--- config.mk ---
export PLATFORM = sky130hd
export DESIGN_NAME = mb128_host
export DESIGN_NICKNAME = d
export VERILOG_FILES = /design/src/rtl/mb128_host.sv
export SDC_FILE = /design/constraint.sdc
export NUM_CORES = 1
export LEC_CHECK = 0
export ABC_AREA = 0
export CAP_MARGIN = 40
export CORE_MARGIN = 8
export CORE_UTILIZATION = 55
export CTS_BUF_LIST = sky130_fd_sc_hd__clkbuf_4
export DETAILED_ROUTE_END_ITERATION = 7
export GPL_TIMING_DRIVEN = 0
export PLACE_DENSITY = 0.79
export SYNTH_ARGS = -nofsm -noshare
export SYNTH_HDL_FRONTEND = slang
export SYNTH_SLANG_ARGS = --single-unit
--- constraint.sdc ---
create_clock -name clk_sys -period 4.56 [get_ports clk_sys]
set_input_delay 0.456 -clock clk_sys [delete_from_list [all_inputs] [get_ports clk_sys]]
set_output_delay 0.456 -clock clk_sys [all_outputs]
set_load 0.005 [all_outputs]
--- src/rtl/mb128_host.sv ---
`timescale 1ns/1ps
// mb128_host: host-side initiator for the MB128 serial save-memory protocol.
// Optional build macro MB128_HOST_IDENT_CHECK_EN aborts when i_Ident is not 1 at the A1/A2 samples.
module mb128_host #(
  parameter int LO_CYCLES = 76,
  parameter int HI_CYCLES = 175
) (
  input  logic        clk_sys,
  input  logic        reset,
  input  logic        cmd_valid,
  output logic        cmd_ready,
  input  logic        cmd_write,
  input  logic [9:0]  cmd_addr,
  input  logic [2:0]  cmd_bitlen,
  input  logic [16:0] cmd_bytelen,
  input  logic [7:0]  wr_data,
  input  logic        wr_valid,
  output logic        wr_ready,
  output logic [7:0]  rd_data,
  output logic        rd_valid,
  output logic        rd_last,
  output logic        o_Clk,
  output logic        o_Data,
  input  logic        i_Data,
  input  logic        i_Ident,
  output logic        busy,
  output logic        done,
  output logic        error
);

  typedef enum logic [3:0] {
    S_IDLE, S_PRE, S_SYNC, S_A1, S_A2, S_REQ, S_ADDR,
    S_LENBITS, S_LENBYTES, S_XFER_BYTE, S_XFER_BITS, S_TRAIL
  } state_t;

  localparam int TMAX = (LO_CYCLES > HI_CYCLES) ? LO_CYCLES : HI_CYCLES;
  localparam int TW = (TMAX > 1) ? $clog2(TMAX) : 1;
  localparam logic [TW-1:0] LO_LAST = TW'(LO_CYCLES - 1);
  localparam logic [TW-1:0] HI_LAST = TW'(HI_CYCLES - 1);
  localparam logic [7:0] SYNC_PAT = 8'hA8;

  state_t        state_q, state_d;
  logic          hi_q;
  logic [TW-1:0] timer_q;
  logic [4:0]    bit_idx_q;
  logic [16:0]   byte_left_q;
  logic          write_q;
  logic [9:0]    addr_q;
  logic [2:0]    bitlen_q;
  logic [16:0]   bytelen_q;
  logic [7:0]    wr_byte_q;
  logic          have_wr_q;
  logic [7:0]    rd_acc_q;

  logic [4:0]  field_len;
  logic [16:0] field_val;
  logic        tx_bit, last_bit, bit_end, need_wr, ident_ok, abort, finish;
  logic [7:0]  rd_next;

  assign cmd_ready = (state_q == S_IDLE);
  assign busy      = (state_q != S_IDLE);
  assign bit_end   = hi_q && (timer_q == HI_LAST);
  // A write byte is fetched at bit 0 of each byte and once at the start of the trailing bits.
  assign need_wr   = write_q && !have_wr_q && (bit_idx_q == 5'd0) &&
                     (state_q == S_XFER_BYTE || state_q == S_XFER_BITS);
  assign wr_ready  = need_wr;
  assign rd_next   = rd_acc_q | (8'(i_Data) << bit_idx_q[2:0]);
  assign tx_bit    = field_val[bit_idx_q];
  assign last_bit  = (bit_idx_q == field_len - 5'd1);

`ifdef MB128_HOST_IDENT_CHECK_EN
  logic ident_a1_q;
  assign ident_ok = ident_a1_q & i_Ident;
  always_ff @(posedge clk_sys or posedge reset) begin
    if (reset)                            ident_a1_q <= 1'b0;
    else if (bit_end && state_q == S_A1) ident_a1_q <= i_Ident;
  end
`else
  logic unused_ident;
  assign unused_ident = i_Ident;
  assign ident_ok = 1'b1;
`endif

  always_comb begin
    // NOTE: every output of this block gets a default first so no latch is inferred.
    field_len = 5'd1;
    field_val = '0;
    case (state_q)
      S_SYNC:      begin field_len = 5'd8;  field_val = {9'd0, SYNC_PAT}; end
      S_A2:        field_val = 17'd1;
      S_REQ:       field_val = {16'd0, ~write_q};
      S_ADDR:      begin field_len = 5'd10; field_val = {7'd0, addr_q}; end
      S_LENBITS:   begin field_len = 5'd3;  field_val = {14'd0, bitlen_q}; end
      S_LENBYTES:  begin field_len = 5'd17; field_val = bytelen_q; end
      S_XFER_BYTE: begin field_len = 5'd8;  field_val = write_q ? {9'd0, wr_byte_q} : '0; end
      S_XFER_BITS: begin field_len = {2'd0, bitlen_q}; field_val = write_q ? {9'd0, wr_byte_q} : '0; end
      S_TRAIL:     field_len = write_q ? 5'd5 : 5'd3;
      default:     ;
    endcase
  end

  always_comb begin
    state_d = state_q;
    abort   = 1'b0;
    finish  = 1'b0;
    if (state_q == S_IDLE) begin
      if (cmd_valid) state_d = S_PRE;
    end else if (bit_end && last_bit) begin
      case (state_q)
        S_PRE:       state_d = S_SYNC;
        S_SYNC:      state_d = S_A1;
        S_A1:        state_d = S_A2;
        S_A2:        begin
                       state_d = ident_ok ? S_REQ : S_IDLE;
                       abort   = !ident_ok;
                     end
        S_REQ:       state_d = S_ADDR;
        S_ADDR:      state_d = S_LENBITS;
        S_LENBITS:   state_d = S_LENBYTES;
        S_LENBYTES:  state_d = (bytelen_q != '0) ? S_XFER_BYTE :
                               (bitlen_q != '0) ? S_XFER_BITS : S_TRAIL;
        S_XFER_BYTE: if (byte_left_q == 17'd1)
                       state_d = (bitlen_q != '0) ? S_XFER_BITS : S_TRAIL;
        S_XFER_BITS: state_d = S_TRAIL;
        default:     begin state_d = S_IDLE; finish = 1'b1; end
      endcase
    end
  end

  // NOTE: sequential state uses non-blocking assignments so every register sees pre-edge values.
  always_ff @(posedge clk_sys or posedge reset) begin
    if (reset) state_q <= S_IDLE;
    else       state_q <= state_d;
  end

  always_ff @(posedge clk_sys or posedge reset) begin
    if (reset) begin
      hi_q <= 1'b0;  timer_q <= '0;  bit_idx_q <= '0;  byte_left_q <= '0;
      write_q <= 1'b0;  addr_q <= '0;  bitlen_q <= '0;  bytelen_q <= '0;
      wr_byte_q <= '0;  have_wr_q <= 1'b0;  rd_acc_q <= '0;
      o_Clk <= 1'b0;  o_Data <= 1'b0;  rd_data <= '0;  rd_valid <= 1'b0;
      rd_last <= 1'b0;  done <= 1'b0;  error <= 1'b0;
    end else begin
      done     <= 1'b0;
      error    <= 1'b0;
      rd_valid <= 1'b0;
      rd_last  <= 1'b0;
      if (state_q == S_IDLE) begin
        o_Clk <= 1'b0;  o_Data <= 1'b0;  hi_q <= 1'b0;  timer_q <= '0;
        bit_idx_q <= '0;  have_wr_q <= 1'b0;  rd_acc_q <= '0;
        if (cmd_valid) begin
          write_q     <= cmd_write;
          addr_q      <= cmd_addr;
          bitlen_q    <= cmd_bitlen;
          bytelen_q   <= cmd_bytelen;
          byte_left_q <= cmd_bytelen;
        end
      end else if (!hi_q) begin
        // While stalled for a write byte the timer holds at 0, so the LOW count restarts after it.
        if (need_wr) begin
          if (wr_valid) begin
            wr_byte_q <= wr_data;
            have_wr_q <= 1'b1;
          end
        end else begin
          if (timer_q == '0) o_Data <= tx_bit;
          if (timer_q == LO_LAST) begin
            hi_q    <= 1'b1;
            o_Clk   <= 1'b1;
            timer_q <= '0;
          end else begin
            timer_q <= timer_q + 1'b1;
          end
        end
      end else if (!bit_end) begin
        timer_q <= timer_q + 1'b1;
      end else begin
        hi_q      <= 1'b0;
        o_Clk     <= 1'b0;
        timer_q   <= '0;
        bit_idx_q <= last_bit ? 5'd0 : bit_idx_q + 5'd1;
        if (!write_q && (state_q == S_XFER_BYTE || state_q == S_XFER_BITS)) begin
          if (last_bit) begin
            rd_data  <= rd_next;
            rd_valid <= 1'b1;
            rd_last  <= (state_q == S_XFER_BITS) ||
                        (byte_left_q == 17'd1 && bitlen_q == 3'd0);
            rd_acc_q <= '0;
          end else begin
            rd_acc_q <= rd_next;
          end
        end
        if (state_q == S_XFER_BYTE && last_bit) begin
          byte_left_q <= byte_left_q - 17'd1;
          have_wr_q   <= 1'b0;
        end
        if (abort || finish) begin
          o_Data <= 1'b0;
          done   <= finish;
          error  <= abort;
        end
      end
    end
  end

endmodule

==> impl_metrics.py <==
metrics = {
    "worst_hold_path": {
        "worstHoldPathType": "input port to async pin",
    },
    "yosys": {
        "netlist-cell-type-count": 71,
        "synth.yosys.seq_area_share": 0.455,
        "synth_async_sr_flop_share": 1.00,
        "area_share_of_the_largest_cell_type_after_synthesis": 0.455,
        "yosys-top-cells-area": "dfrtp_1, mux2_2, a21oi_1, o21ai_0, nand2_1",
        "post_synth_inst_count": 560,
        "synth.yosys.warnings": 0,
        "postSynthRegisterBits": 96,
        "synthesis.area_sq_mm": 0.00528,
        "post_synth.cell_area_avg_sq_um": 9.42,
        "synth_edf_count": 0,
        "postSynthNetCount": 613,
        "dominant_synthesized_flop_cell": "dfrtp_1",
        "synth_top_area_cell": "dfrtp_1",
    },
    "clock_tree": {
        "cts-hold-fix-buffers": 0,
        "cts.repair_timing.setup_buffer_count": 0,
        "cts_tree": "built",
        "numCtsBuffers": 9,
        "clock_transition_time_at_the_flip_flop_clock_pins_of_the_worst_setup_and_hold_paths_ns": 0.17,
        "cts.sink_count": 96,
        "worst_skew_pair.late_latency_ns": 0.48,
        "clk_root_buffer_cell": "clkbuf_4",
        "post_cts_resized": 0,
        "ctsLongestPathBuffers": 2,
        "clock_tree.htree_level_count": 3,
    },
    "outcome": {
        "outcome": "completed",
    },
    "cells_and_area": {
        "commonest_cells_after_routing_fill_and_taps_aside": "dfrtp_1, clkdlybuf4s50_1, a21oi_1",
        "post-route-util": 0.667,
        "layout_commonest_cell": "dfrtp_1",
        "share_of_final_layout_standard_cells_stronger_than_drive_strength_1": 0.135,
        "syn2layout_area_growth_pct": 17.4,
        "final_net_count": 687,
        "number_of_antenna_cells_inserted": 0,
    },
    "grt": {
        "first_global_vias": 4627,
        "wire_length_of_the_first_global_routing_pass_um": 24300,
        "overflow": 0,
        "grt_start_max_net_pins": 57,
        "grt_use_total": 0.238,
        "grt_antenna_before_repair": 0,
    },
    "critical_path": {
        "critPathArrivalTime_ns": 4.23,
        "path_class": "register to register",
        "crit_required_ns": 4.92,
        "cp-start-kind": "register",
        "cp_common_cell": "o21ai_0",
        "critical-path-slowest-cell": "dfrtp_1",
        "critical_path.cell_chain": "buf_2, clkbuf_1, o21ai_0, a21oi_1, o21ai_0, ha_1, nand2_1, nor3_1, or3_1, a2111oi_2, buf_6, nand3_1, o41ai_1",
        "cp_slowest_stage_delay_ns": 0.49,
        "crit_path_max_fanout": 10,
        "setup_crit_end_kind": "register",
    },
    "die": {
        "design.core.area_sq_mm": 0.00928,
        "core.rowCount": 35,
        "ioPinCount": 62,
        "chipHeight_um": 114,
        "dieArea_sq_mm": 0.0130,
        "die_w_um": 114,
        "initial_core_util": 0.568,
    },
    "routing": {
        "detail-route-antenna-nets": 0,
        "vias_post_dr": 4748,
        "drt-pass1-iter-count": 5,
        "final_routed_drc_violation_total": 0,
        "wl_um": 14900,
        "drtIter0Drc": 325,
        "detail_route.vias_per_cell": 6.18,
        "routed_wire_length_per_instance_um": 19.5,
    },
    "sta": {
        "least_margin_pin_slew_ns": 0.805,
        "relSlewSlack": 0.455,
        "maxSlewViolCount": 0,
        "clock_skew_ns": 0.0274,
        "setup_total_negative_slack_ns": 0,
        "post-route-min-period_ns": 3.87,
        "timing.final.setup_violations": 0,
        "rsz0062_at_grt": "false",
        "fin_ws_ns": 0.690,
        "finalHoldViolations": 0,
        "achievable-frequency_mhz": 258,
        "fin_crit_sh": 0.849,
    },
    "power": {
        "p_leak_nw": 2.69,
        "power_per_cell_area_mw_per_mm2": 215,
        "max-vdd-ir-drop_mv": 0.194,
        "report.power.total_mw": 1.33,
    },
    "placed_design": {
        "portBuffers": 59,
        "dp_slack_ns": 0.791,
        "dp_hpwl_um": 11200,
        "finalWeightedCongestion": 0.898,
    },
    "flow_run": {
        "timing.max_cap.violations": 0,
    },
}
==> cell usage after synthesis (2+ instances only) <==
master	count
buf_2	10
nand2b_1	6
xnor2_1	5
a32oi_1	3
nand3b_1	2
a221o_1	2
a211oi_1	2
nor2b_1	5
a2111oi_0	3
a31oi_1	8
nand3_2	2
a22oi_1	2
a41oi_1	2
mux2i_1	2
o31ai_1	5
o22ai_1	3
nor4_1	10
nor3_1	13
nor4_2	2
o21ai_0	49
xor2_1	2
nor3b_1	4
dfrtp_1	96
nor2_1	43
o311a_1	2
nand4_1	9
ha_1	8
and3_1	5
nand2_1	56
clkbuf_1	16
nand3_1	13
o2bb2a_1	2
a21oi_1	57
inv_1	16
o211ai_1	4
or4_1	4
a221oi_1	2
a22o_1	2
o32ai_1	2
or3_1	7
mux2_2	41
buf_1	4
==> worst max-delay path, delay by kind of cell, from the launching register on <==
| family | cells | cell delay, ns |
|---|---|---|
| DFF | 1 | 0.49 |
| adders and majority gates | 1 | 0.27 |
| buffers and inverters | 3 | 0.92 |
| AOI/OAI and AO/OA | 5 | 1.26 |
| and+or+nand+nor | 4 | 0.81 |
==> sequential cells by signal, indices dropped and copies added (netlist names), 3 cells and up <==
signal       flops
rd_acc_q         8
addr_q          10
state_q          4
bitlen_q         3
wr_byte_q        8
bytelen_q       17
byte_left_q     17
bit_idx_q        5
timer_q          8
rd_data          8
==> routing by layer <==
metal	global-route usage	part of all wire	vias to the layer above
met2	0.384	0.47	189
met3	0.0560	0.072	29
met1	0.301	0.43	2330
met4	0.0967	0.027	0
met5	0	0	-
li1	-	-	2200
==> metrics by stage <==
| step | cells | cell area (sq um) | hold slack [ns] |
|---|---|---|---|
| 2_1_floorplan | 560 | 5280 | 0.463 |
| 5_1_grt | 768 | 6190 | 0.404 |
| 3_5_place_dp | 751 | 6070 | 0.478 |
| 4_1_cts | 767 | 6190 | 0.367 |
| 3_3_place_gp | 748 | 6030 | 0.467 |
| 6_report | 768 | 6190 | 0.365 |
==> final cells by class <==
class                           count  area, sq um
Clock buffer                        9         67.6
Inverter                           18         70.1
Sequential cell                    96         2400
Buffer                             32          144
Fill cell                         783         3090
Timing Repair Buffer               63          636
Clock inverter                      7         48.8
Tap cell                          129          161
Multi-Input combinational cell    414         2660
==> logic make-up after synthesis <==
| kind of cell | share of synthesized area |
|---|---|
| mux | 0.0956 |
| xor+xnor | 0.0116 |
| fa+ha+maj | 0.0190 |
| other cells | 0.000711 |
| buf+inv | 0.0401 |
| simple gates | 0.187 |
| flops | 0.455 |
| compound gates | 0.191 |
==> power by group <==
group          internal (mW)  switching (mW)  leakage (nW)  total [mW]
clock                  0.111           0.303        0.0556       0.414
sequential             0.852               0          1.26       0.852
combinational         0.0366          0.0292          1.38      0.0658
==> worst paths after layout <==
path / startpoint / end / slack, ns / cells after the start
max: state_q[0]$_DFFE_PP0P_ / state_q[2]$_DFFE_PP0P_ / 0.69 / 13
min: reset / bytelen_q[0]$_DFFE_PP0P_ / 0.37 / 2
max reg2reg: state_q[0]$_DFFE_PP0P_ / state_q[2]$_DFFE_PP0P_ / 0.69 / 13
min reg2reg: rd_data[4]$_DFFE_PP0P_ / rd_data[4]$_DFFE_PP0P_ / 0.51 / 2
max in group asynchronous: reset / wr_byte_q[6]$_DFFE_PP0P_ / 3.52 / 3
min in group clk_sys: rd_data[4]$_DFFE_PP0P_ / rd_data[4]$_DFFE_PP0P_ / 0.51 / 2
Power figures use the tool's default switching activity.
